### config.mk
export PLATFORM = sky130hd
export DESIGN_NAME = serial_add_seq
export DESIGN_NICKNAME = d
export VERILOG_FILES = /design/src/rtl/serial_add_seq.sv
export SDC_FILE = /design/constraint.sdc
export NUM_CORES = 1
export LEC_CHECK = 0
export CORE_UTILIZATION = 49
export DETAILED_ROUTE_END_ITERATION = 7
export PLACE_DENSITY = 0.77
export SLEW_MARGIN = 10
export SYNTH_ARGS = -nofsm -noshare
export SYNTH_HDL_FRONTEND = slang
export SYNTH_SLANG_ARGS = --single-unit
### constraint.sdc
create_clock -name clk -period 1.66 [get_ports clk]
set_input_delay 0.249 -clock clk [delete_from_list [all_inputs] [get_ports clk]]
set_output_delay 0.249 -clock clk [all_outputs]
set_load 0.05 [all_outputs]
### src/rtl/serial_add_seq.sv
// rtl/serial_add_seq.sv - bit-serial adder sequencer built around a single 1-bit full-adder cell
//
// Adds two WIDTH-bit operands plus a carry-in, LSB first, one bit per clock.
// The carry is registered between bit cycles. The result and the final carry
// are published together on the completion edge, and they hold until the next completion.
//
// Optional build macro: SERIAL_ADD_SUB_EN
//   When defined, the design adds the `sub` input. With sub=1, operand b is
//   inverted at load and the carry is forced to 1, so the result is a - b
//   in two's complement. In that mode cout=1 means no borrow.
//
// Ports:
//   clk    in   system clock, rising edge
//   rst    in   synchronous active-high reset
//   start  in   request pulse, sampled only in IDLE
//   a, b   in   WIDTH-bit operands, captured on an accepted start
//   cin    in   carry-in, captured on an accepted start
//   sub    in   subtract select (SERIAL_ADD_SUB_EN builds only)
//   busy   out  high in RUN and DONE
//   done   out  one-cycle completion pulse
//   sum    out  last completed result
//   cout   out  last completed carry-out

module serial_add_seq #(
    parameter int WIDTH = 4
) (
    input  logic             clk,
    input  logic             rst,
    input  logic             start,
    input  logic [WIDTH-1:0] a,
    input  logic [WIDTH-1:0] b,
    input  logic             cin,
`ifdef SERIAL_ADD_SUB_EN
    input  logic             sub,
`endif
    output logic             busy,
    output logic             done,
    output logic [WIDTH-1:0] sum,
    output logic             cout
);

    localparam int CW = (WIDTH > 2) ? $clog2(WIDTH) : 1;

    typedef enum logic [1:0] {
        IDLE = 2'd0,
        RUN  = 2'd1,
        DONE = 2'd2
    } state_t;

    state_t state, state_next;

    logic [WIDTH-1:0] a_sh;
    logic [WIDTH-1:0] b_sh;
    logic [WIDTH-1:0] res_sh;
    logic             carry;
    logic [CW-1:0]    cnt;

    logic             last_bit;
    logic             fa_s;
    logic             fa_c;
    logic [WIDTH-1:0] res_next;
    logic [WIDTH-1:0] b_load;
    logic             c_load;

    // The 1-bit full-adder cell is fed from the low bits of the shift registers.
    assign fa_s = a_sh[0] ^ b_sh[0] ^ carry;
    assign fa_c = (a_sh[0] & b_sh[0]) | (a_sh[0] & carry) | (b_sh[0] & carry);

    // New sum bits enter at the MSB. After WIDTH shifts, the first bit
    // (the LSB) has reached bit 0.
    assign res_next = {fa_s, res_sh[WIDTH-1:1]};

    assign last_bit = (cnt == CW'(WIDTH - 1));

`ifdef SERIAL_ADD_SUB_EN
    // Subtraction is a + ~b + 1, so the forced carry replaces cin.
    assign b_load = sub ? ~b : b;
    assign c_load = sub ? 1'b1 : cin;
`else
    assign b_load = b;
    assign c_load = cin;
`endif

    // State register
    always_ff @(posedge clk) begin
        if (rst) begin
            state <= IDLE;
        end else begin
            state <= state_next;
        end
    end

    // Next-state and status outputs
    always_comb begin
        state_next = state;
        busy       = 1'b0;
        done       = 1'b0;
        case (state)
            IDLE: begin
                if (start) begin
                    state_next = RUN;
                end
            end
            RUN: begin
                busy = 1'b1;
                if (last_bit) begin
                    state_next = DONE;
                end
            end
            DONE: begin
                busy       = 1'b1;
                done       = 1'b1;
                state_next = IDLE;
            end
            default: begin
                state_next = IDLE;
            end
        endcase
    end

    // Datapath: operand capture, serial bit processing, result publication.
    // On reset, any partial result is discarded along with the published one.
    always_ff @(posedge clk) begin
        if (rst) begin
            a_sh   <= '0;
            b_sh   <= '0;
            res_sh <= '0;
            carry  <= 1'b0;
            cnt    <= '0;
            sum    <= '0;
            cout   <= 1'b0;
        end else begin
            case (state)
                IDLE: begin
                    if (start) begin
                        a_sh   <= a;
                        b_sh   <= b_load;
                        carry  <= c_load;
                        res_sh <= '0;
                        cnt    <= '0;
                    end
                end
                RUN: begin
                    a_sh   <= {1'b0, a_sh[WIDTH-1:1]};
                    b_sh   <= {1'b0, b_sh[WIDTH-1:1]};
                    carry  <= fa_c;
                    res_sh <= res_next;
                    cnt    <= cnt + CW'(1);
                    if (last_bit) begin
                        sum  <= res_next;
                        cout <= fa_c;
                    end
                end
                default: begin
                end
            endcase
        end
    end

endmodule
==> flow_metrics.env <==
export IMPL_status="finished, final reports clean"
export IMPL_critPathCapture="busy"
export IMPL_clkPwrFrac=0.240
export IMPL_internal_power_mw=0.733
export IMPL_dpl_hpwl_um=1280
export IMPL_rsz0062_at_grt="no"
export IMPL_reg2reg_from="state[0]"
export IMPL_initial_core_util=0.533
export IMPL_root_buffer="clkbuf_4"
export IMPL_cts_resized=0
export IMPL_htreeDepth=1
export IMPL_grt_total_usage=0.212
export IMPL_top_layer="met4"
export IMPL_area_growth_synth_to_final_pct=26.0
export IMPL_grt_first_pass_wirelength_um=3040
export IMPL_wl_met1_um=768
export IMPL_setup_tns_ps=0
export IMPL_clkLatencyLatePin_ps=300
export IMPL_yosysWarnings=0
export IMPL_required_ps=1410
export IMPL_cts_sinks=21
export IMPL_clkTransAtPathRegs_ps=110
export IMPL_ff2ff_setup_slack_ps=170
export IMPL_grt_max_degree=22
export IMPL_core_area_sq_um=1750
export IMPL_cts_hold_buf=0
export IMPL_design_area_sq_um=1170
export IMPL_dp_slack_ps=174
export IMPL_io_buffers=18
export IMPL_p_sw_mw=0.280
export IMPL_dieHeight_um=45.6
export IMPL_avgSynthCellArea_sq_um=9.49
export IMPL_routedWlPerCell_um=12.6
export IMPL_total_power_mw=1.01
export IMPL_grt_overflow=0
export IMPL_numCtsBuffers=3
export IMPL_worst_clock_skew_ps=1.33
export IMPL_met2WireLength_um=908
export IMPL_hold_ws_ps=464
export IMPL_fin_cells=143
export IMPL_switching_share=0.276
export IMPL_slew_viol_final=0
export IMPL_grt_pass1_vias=687
export IMPL_synth_seq_cells=21
export IMPL_clockBufferDepth=2
export IMPL_place_area_sq_um=1140
export IMPL_hold_violations=0
export IMPL_dr_pass1_iters=4
export IMPL_syn_nets=115
export IMPL_finalWorstSetupSlack_ps=159
export IMPL_setup_viol=0
export IMPL_syn_cell_area_sq_um=930
export IMPL_ir_drop_uv=732
export IMPL_drc=0
export IMPL_viasPerCell=5.22
export IMPL_max_slew_margin=0.807
export IMPL_fin_crit_sh=0.904
export IMPL_cp_end_kind="output port"
export IMPL_drive_gt1_frac=0.144
export IMPL_design_die_area_sq_um=2080
export IMPL_p_per_area_nw_per_um2=866
export IMPL_critical_path_class="reg2out"
export IMPL_final_net_count=136
export IMPL_vias=747
export IMPL_fin_crit_ps=1500
export IMPL_arrival_ps=1250
export IMPL_max_freq_ghz=0.666
export IMPL_tightest_slew_ps=289
export IMPL_ys_seq_area_frac=0.452
export IMPL_io_pins=19
export IMPL_tritoncts="done"
export IMPL_num_antenna_cells=0
export IMPL_p_leak_nw=0.452
export IMPL_wirelength_um=1800
export IMPL_dp_cells=139
export IMPL_gp_routability_congestion=0.716
export IMPL_cp_startpoint="state[0]"
export IMPL_r2r_end="b_sh[2]"
export IMPL_met3_length_um=92
export IMPL_synth_distinct_cells=21
export IMPL_netlist_instances=98
export IMPL_die_x_um=45.6
export IMPL_drv_cap=0
export IMPL_reg2reg_depth=4
export IMPL_ant_nets=0
export IMPL_cp_max_fo=3
export IMPL_utilization=0.671
export IMPL_seq_power_share=0.547
export IMPL_combPwrFrac=0.213
export IMPL_rows=15
export IMPL_min_path_type="reg2reg"
export IMPL_drtIter0Drc=8
export IMPL_critPathLaunchType="register"
export IMPL_antenna_found_initial=0
export IMPL_post_cts_buffers=0
-- synth_stat cells --
master,n,share of area
dfxtp_1,21,0.45
a21oi_1,10,0.054
nor2_1,10,0.040
nand2_1,9,0.036
mux2i_1,8,0.086
a211oi_1,7,0.057
nand3_1,5,0.027
a32oi_1,4,0.038
clkbuf_1,4,0.016
ha_1,4,0.054
inv_1,3,0.012
nand3b_1,3,0.024
nand2b_1,2,0.013
a211oi_2,1,0.013
buf_4,1,0.0081
buf_6,1,0.012
fa_1,1,0.022
mux2_4,1,0.016
nor2_2,1,0.0067
nor2b_1,1,0.0067
nor3_1,1,0.0054
-- routing by layer --
metal / track usage / vias to the layer above
met5: 0 / -
met4: 0.0909 / 0
met3: 0.0714 / 5
met2: 0.357 / 23
met1: 0.243 / 331
li1: - / 388
-- worst max-delay path: stages, from the launching register on --
cell	delay, ps
dfxtp_1	390
inv_1	80
ha_1	330
buf_12	160
-- cells in the final DEF (no fill, tap or decap), drive strengths merged, types with 2 or more instances in the layout --
cell type / count
nor2: 11
nand2b: 2
mux2i: 8
dfxtp: 21
inv: 3
a21oi: 10
a32oi: 4
buf: 11
clkbuf: 4
nand2: 9
ha: 4
clkdlybuf4s50: 11
nand3b: 3
a211oi: 8
nand3: 5
-- cells by family after synthesis --
family                   Yosys count  share of synthesized area
AO/OA/AOI/OAI                     22                      0.162
adder cells (fa/ha/maj)            5                     0.0754
buffers and inverters              9                     0.0484
flip-flops                        21                      0.452
multiplexers                       9                      0.102
AND/OR/NAND/NOR                   32                      0.160
-- area by class of cell --
class	count	area (sq um)
Fill cell	146	574
Multi-Input combinational cell	68	464
Sequential cell	21	420
Timing Repair Buffer	22	218
Tap cell	25	31.3
Clock buffer	4	26.3
Inverter	3	11.3
-- state kept, by name, summed over array words and instances, names as in the netlist --
register and count:
sum 4, res_sh 3, b_sh 4, carry 1
cout 1, cnt 2, state 2, a_sh 4
-- worst min-delay path by stage --
stage                        from       end  slack [ps]  cells past startpoint
after detailed placement  a_sh[3]   a_sh[3]         450                      2
final                     a_sh[3]   a_sh[3]         460                      2
after floorplan               rst  state[1]         330                      1
after global routing       sum[2]    sum[2]         490                      2
after CTS                 a_sh[3]   a_sh[3]         470                      2
after global placement    a_sh[3]   a_sh[3]         440                      2
-- power groups by stage --
stage | combinational (mW) | clock (mW) | sequential, mW
global route | 0.236 | 0.268 | 0.559
finish | 0.216 | 0.243 | 0.554
CTS | 0.216 | 0.252 | 0.555
detailed placement | 0.215 | 0 | 0.566
global placement | 0.207 | 0 | 0.563
floorplan | 0.148 | 0 | 0.561
Power figures use the tool's default switching activity.
